<file path="src/rtl/seq_divider_32.sv">
// seq_divider_32: 32-bit unsigned restoring divider, one quotient bit per clock.
module CLA_Array_32 (
  input  logic [31:0] a,
  input  logic [31:0] b,
  input  logic        cin,
  output logic [31:0] sum,
  output logic        cout
);
  logic [31:0] g, p, c;
  logic [7:0] gg, gp;
  logic [8:0] gc;
  assign g = a & b;
  assign p = a ^ b;
  // Two-level lookahead: 4-bit groups, group carries chained from group generate/propagate.
  always_comb begin
    gc = '0;
    gg = '0;
    gp = '0;
    c = '0;
    gc[0] = cin;
    for (int k = 0; k < 8; k++) begin
      gg[k] = g[4*k+3] | (p[4*k+3] & g[4*k+2]) | (p[4*k+3] & p[4*k+2] & g[4*k+1])
            | (p[4*k+3] & p[4*k+2] & p[4*k+1] & g[4*k]);
      gp[k] = &p[4*k +: 4];
      gc[k+1] = gg[k] | (gp[k] & gc[k]);
      c[4*k] = gc[k];
      c[4*k+1] = g[4*k] | (p[4*k] & gc[k]);
      c[4*k+2] = g[4*k+1] | (p[4*k+1] & g[4*k]) | (p[4*k+1] & p[4*k] & gc[k]);
      c[4*k+3] = g[4*k+2] | (p[4*k+2] & g[4*k+1]) | (p[4*k+2] & p[4*k+1] & g[4*k])
               | (p[4*k+2] & p[4*k+1] & p[4*k] & gc[k]);
    end
  end
  assign sum = p ^ c;
  assign cout = gc[8];
endmodule

module seq_divider_32 (
  input  logic        clk,
  input  logic        rst_n,
  input  logic        start,
  input  logic [31:0] dividend,
  input  logic [31:0] divisor,
  output logic        busy,
  output logic        done,
  output logic [31:0] quotient,
  output logic [31:0] remainder,
  output logic        div_by_zero
);
  typedef enum logic [1:0] {IDLE, RUN, DONE} state_t;
  state_t state, state_nx;
  logic [4:0] cnt;
  logic [31:0] dvd, dsr, r, sum, r_nx;
  logic cout, ge, accept, last;
  assign accept = start & (state != RUN);
  assign last = cnt == 5'd31;
  // Trial subtract of the 33-bit partial remainder; P[32] is r[31].
  CLA_Array_32 u_cla (
    .a({r[30:0], dvd[31]}),
    .b(~dsr),
    .cin(1'b1),
    .sum(sum),
    .cout(cout)
  );
  assign ge = r[31] | cout;
  assign r_nx = ge ? sum : {r[30:0], dvd[31]};
  assign busy = state == RUN;
  assign done = state == DONE;
  always_ff @(posedge clk or negedge rst_n)
    if (!rst_n) state <= IDLE;
    else state <= state_nx;
  always_comb begin
    state_nx = IDLE;
    state_nx = (state == RUN) ? (last ? DONE : RUN)
             : accept ? ((divisor == '0) ? DONE : RUN) : IDLE;
  end
  // dvd shifts dividend bits out the top while quotient bits enter at the bottom.
  always_ff @(posedge clk or negedge rst_n)
    if (!rst_n) begin
      cnt <= '0;
      dvd <= '0;
      dsr <= '0;
      r <= '0;
      quotient <= '0;
      remainder <= '0;
      div_by_zero <= 1'b0;
    end else if (accept) begin
      cnt <= '0;
      dvd <= dividend;
      dsr <= divisor;
      r <= '0;
      if (divisor == '0) begin
        quotient <= '1;
        remainder <= dividend;
        div_by_zero <= 1'b1;
      end
    end else if (state == RUN) begin
      cnt <= cnt + 5'd1;
      dvd <= {dvd[30:0], ge};
      r <= r_nx;
      if (last) begin
        quotient <= {dvd[30:0], ge};
        remainder <= r_nx;
        div_by_zero <= 1'b0;
      end
    end
endmodule

</file>
<file path="config.mk">
export PLATFORM = sky130hd
export DESIGN_NAME = seq_divider_32
export DESIGN_NICKNAME = d
export VERILOG_FILES = /design/src/rtl/seq_divider_32.sv
export SDC_FILE = /design/constraint.sdc
export NUM_CORES = 1
export LEC_CHECK = 0
export ABC_AREA = 0
export BUFFER_PORTS_ARGS = -buffer_cell sky130_fd_sc_hd__buf_2
export CAP_MARGIN = 15
export CORE_AREA = 5 5 122 148
export CTS_BUF_LIST = sky130_fd_sc_hd__clkbuf_16
export DETAILED_ROUTE_END_ITERATION = 12
export DIE_AREA = 0 0 127 153
export GPL_TIMING_DRIVEN = 0
export PLACE_DENSITY = 0.73
export SYNTH_ARGS = -nofsm -noshare
export SYNTH_HDL_FRONTEND = slang
export SYNTH_SLANG_ARGS = --single-unit
</file>
<file path="constraint.sdc">
create_clock -name clk -period 5.6 [get_ports clk]
set_clock_uncertainty 0.05 [all_clocks]
set_input_delay 1.4 -clock clk [delete_from_list [all_inputs] [get_ports clk]]
set_output_delay 1.4 -clock clk [all_outputs]
set_load 0.03 [all_outputs]
</file>
[Word-level counts from Yosys, hierarchy flattened]
Index checks and enable logic that the tools add are counted.
Widths: inputs -> output; s select.
Cells by class
  add/sub/neg operators: 1
  multiply operators: 0
  div/mod/pow operators: 0
  order comparisons: 0
  equal/unequal tests: 5
  shift operators: 0
  multiplexer cells: 23
  bitwise gates (word level): 202
  reductions and logical operators: 12
Operators with widths (number)
  $mux 32: 13
  $and 1x1->1: 117
  $or 1x1->1: 81
  $xor 32x32->32: 2
  $and 32x32->32: 1
  $logic_not 32->1: 1
  $not 32->32: 1
  $reduce_and 4->1: 8
  $mux 5: 2
  $mux 2: 4
  $add 5x1->5 const B: 1
  $eq 5x5->1 const B: 1
  $mux 1: 4
  $ne 2x1->1 const B: 2
  $reduce_bool 2->1: 2
  $reduce_and 3->1: 1
  $eq 2x1->1 const B: 1
  $eq 2x2->1 const B: 1
Word-level totals
  register bits after elaboration: 168
  bits in latches: 0
  bits in writable memories: 0
  ROM bits: 0
  bits of input ports: 67
  output and inout port bits: 67
  word-level logic and storage cells: 251
  memories kept: 0

[Logic depth before layout (Yosys ltp)]
  word-level depth: 26
  gate-level depth with buffers: 13
  depth with buffers taken out: 13

[Hierarchy]
From an unflattened synthesis, not the netlist that was laid out.
Unflattened totals
  cells, all modules: 987
  area total of the unflattened synthesis: 9581.7 sq um
Modules (own cells, without submodules)
  seq_divider_32: instances 1, cells an instance 833, area an instance 8314.2 sq um, seq. area each 4204.0 sq um
  CLA_Array_32: instances 1, cells an instance 154, area an instance 1267.5 sq um, seq. area each 0.0 sq um

[Least setup slack after synthesis]
OpenSTA, ideal clock, no wires.
  kind: input-to-reg
  from: input divisor[24]
  to: register remainder[19]
  setup time: 0.133 ns
  arrival: 3.061 ns
  data required time: 5.417 ns
  slack: 2.356 ns
  stages: 9
  buffers on the path: 2
  path through: nor4_1 nand4_1 nor3_1 nor2_1 clkbuf_1 clkbuf_1 or3_1 o21ai_0 a21oi_2
Between the ends
  word-level cells in the longest chain between the ends: 3
Ends and longest elaborated chain
  start: declaration: line 42  | input logic [31:0] divisor,
  $logic_not 32->1: line 91  | if (divisor == '0) begin
  $ne 2x1->1 (no line)
  $reduce_and 3->1 (no line)
  end signal: assignment: line 93  | remainder <= dividend;
  end signal: assignment: line 102  | remainder <= r_nx;
  end: declaration: line 46  | output logic [31:0] remainder,
No other way between the ends.
A chain may end at the register's enable or synchronous reset.

[Worst setup path after layout]
  from: input divisor[1]
  to: register remainder[20]
Same word-level chain as after synthesis.

==> results.yml <==
detailed_routing:
  wirelength_microns: 23610
  drt_pass1_iterations: 7
  drc: 0
  viasPerCell: 5.641
  drtIter0Drc: 579
  drt.antenna.violating_nets: 0
  wl_per_cell_microns: 17.99
  num_vias: 7401
power:
  p_leak_nw: 4.802
  p_switching_w: 0.003414
  combPwrFrac_pct: 55.7
  intPower_w: 0.003949
  clkPwrFrac_pct: 14.6
  vdd_drop_max_mv: 0.2978
  swShare_pct: 46.37
  seqPwrFrac_pct: 29.7
  powerDensity_mw_per_mm2: 710.3
placement:
  port_buffers: 133
  gp_congestion: 0.8765
  hpwl_microns: 17850
  placed_cells: 1280
  place_ws_ns: 1.090
synthesis:
  async_flop_share_pct: 100.0
  avgSynthCellArea_sq_um: 9.527
  yosysSeqAreaShare_pct: 47.45
  synth_flop_cell: "dfrtp_1"
  syn-cell-area_sq_mm: 0.008860
  postSynthCellCount: 930
  synth_top_area_share_pct: 47.45
  yosysWarningCount: 0
  yosys.area.top_type: "dfrtp_1"
  synth-edff-count: 0
  yosysUniqueCellTypes: 61
  synth_area_leaders: "dfrtp_1 (47%), o21ai_0 (8.4%), nand2_1 (6.2%), mux2i_1 (6.2%), ha_1 (4.9%)"
  synth_fp_nets: 1039
  synth_seq_cells: 168
timing:
  period_minus_slack_ns: 4.143
  max_freq_mhz: 241.4
  setup_viol: 0
  final-hold-violation-count: 0
  layout_setup_ws_ns: 1.457
  worstMarginPinSlew_ns: 1.091
  rsz0062_at_grt: "false"
  period_share_pct: 73.98
  tns_ns: 0
  slew_headroom_pct: 26.72
  slew_viol_final: 0
clock_network:
  numCtsBuffers: 17
  cts_setup_buffers: 0
  cts_resized: 0
  cts_max_path_buffers: 2
  worstSkewPairLatency_ns: 0.43
  path_clk_slew_ns: 0.07
  ctsHoldBuffers: 0
  cts_root_buf: "clkbuf_16"
  cts_tree: "yes"
  cts_htree_levels: 4
  clock-sinks: 168
floorplanning:
  die_y_microns: 153
  ios: 134
  start_util_pct: 53.61
  coreArea_sq_mm: 0.01653
  rows: 52
  dieArea_sq_mm: 0.01943
  die_w_microns: 127
setup_path:
  rrSetupSlack_ns: 2.20
  crit_slowest_cell: "nor3_1"
  cp-start-kind: "primary input"
  r2r-start: "dvd[31]$_DFFE_PN0P_"
  arrival_ns: 4.45
  critPathMaxFanout: 10
  r2r.worst_path.cells: 12
  cpPeakStageDelay_ns: 0.96
  worst-path-stages: 10
  critPathKind: "in -> reg"
  path_cells: "buf_2 -> nor4_1 -> nand4_1 -> nor3_1 -> nor2_1 -> inv_1 -> clkbuf_1 -> buf_2 -> o21ai_0 -> a21oi_1"
  cp-end-kind: "flip-flop"
  worst-path-buf-inv: 4
  cp.required_ns: 5.90
  r2r_end: "remainder[18]$_DFFE_PN0P_"
  crit_family: "simple AND/OR/NAND/NOR gates"
  path_common_cell: "buf_2"
final_layout:
  syn2layout_area_growth_pct: 17.00
  final_cell_mix: "dfrtp_1 (168), o21ai_0 (148), nand2_1 (147)"
  multi_input_area_sq_mm: 0.004257
  layout.nets: 1192
  nFillCells: 1447
  antenna_cells: 0
  layout.cells.most_common: "dfrtp_1"
  regArea_sq_mm: 0.004204
  layout-drive-gt1-share_pct: 16.88
  stdcell_count: 1312
grt:
  grt_pass1_wl_microns: 38940
  antenna_found_initial: 0
  grt_pass1_vias: 7410
  overflow: 0
  grt_max_degree: 110
  grt_util_all_layers_pct: 25.20
min_path:
  min_delay_worst_endpoint: "div_by_zero$_DFFE_PN0P_"
  min_path_type: "reg -> reg"
  holdCritStartpoint: "div_by_zero$_DFFE_PN0P_"
  hold_depth: 2
run_status:
  status: "finished, final reports clean"
run:
  cap_violations: 0
==> cell usage after synthesis, types with 3 or more instances <==
cell       number
a211oi_1        3
a21o_1         14
a21oi_1        41
a31oi_1         7
and2_1          4
and3_1          9
buf_1           3
buf_6           3
clkbuf_1       49
dfrtp_1       168
fa_1            7
ha_1           35
inv_1          44
mux2_4          3
mux2i_1        55
nand2_1       147
nand2b_1        4
nand3_1         4
nand3b_1       29
nand4_1         4
nor2_1         15
nor2b_1         3
nor3_1          5
nor4_1          8
o2111ai_1       4
o21a_1          5
o21ai_0       148
o21ai_1        17
o22ai_1         4
o31ai_1         4
or2_2           3
or3_1          27
or4_1           3
xnor2_1         9
xor2_1         11
==> worst max-delay path by stage <==
stage	slack, ns	start	endpoint
after floorplan	2.36	divisor[24]	remainder[19]$_DFFE_PN0P_
after global placement	0.50	rst_n	quotient[7]$_DFFE_PN0P_
after detailed placement	1.09	divisor[1]	remainder[31]$_DFFE_PN0P_
after CTS	1.50	divisor[1]	remainder[20]$_DFFE_PN0P_
after global routing	1.23	divisor[0]	remainder[18]$_DFFE_PN0P_
final	1.46	divisor[1]	remainder[20]$_DFFE_PN0P_
==> area by class of cell <==
class | instances | area share, %
Buffer | 56 | 2.257
Clock inverter | 15 | 1.038
Clock buffer | 17 | 4.104
Timing Repair Buffer | 134 | 6.783
Tap cell | 216 | 2.607
Multi-Input combinational cell | 662 | 41.06
Inverter | 44 | 1.593
Sequential cell | 168 | 40.56
==> registers in the layout, summed over array words and instances (netlist names) <==
name	flops
div_by_zero	1
remainder	32
dvd	32
quotient	32
dsr	32
r	32
state	2
cnt	5
==> cell families after synthesis <==
family,synth area share [%]
adder cells (fa/ha/maj),6.524
flip-flops,47.45
AND/OR/NAND/NOR,14.84
AO/OA/AOI/OAI,17.72
multiplexers,6.976
buffers and inverters,4.505
XOR/XNOR,1.977
==> power groups by stage <==
stage | sequential, W | combinational (W) | clock (W)
5_1_grt | 0.00226 | 0.00456 | 0.00113
2_1_floorplan | 0.00246 | 0.00266 | 0
3_5_place_dp | 0.00219 | 0.00404 | 0
6_report | 0.00219 | 0.00410 | 0.00107
4_1_cts | 0.00218 | 0.00408 | 0.00108
3_3_place_gp | 0.00218 | 0.00390 | 0
==> stage by stage <==
stage	utilization, %	cell area (sq um)	power [W]	hold slack, ns
3_3_place_gp	59.27	9796	0.006079	0.4235
2_1_floorplan	-	8860	0.005113	0.4100
4_1_cts	62.73	10370	0.007344	0.4443
3_5_place_dp	59.50	9833	0.006231	0.4279
5_1_grt	62.73	10370	0.007952	0.4683
6_report	62.73	10370	0.007363	0.4459
==> worst register-to-register path, stage by stage (launching register included) <==
cell and delay [ns]:
dfrtp_1 0.49, inv_1 0.10, ha_1 0.31, o21a_1 0.16
o22a_1 0.22, o2111ai_2 0.24, a31o_1 0.29, a21boi_2 0.32
a21o_1 0.20, buf_6 0.18, buf_6 0.21, mux2i_1 0.38
a21oi_1 0.12
==> layer usage <==
metal  track usage (%)  routed length, microns
met2             41.35                   11500
met5                 0                       0
met4             7.818                     449
met3             4.293                    1262
met1             34.31                   10390
(Power assumes the default switching activity.)
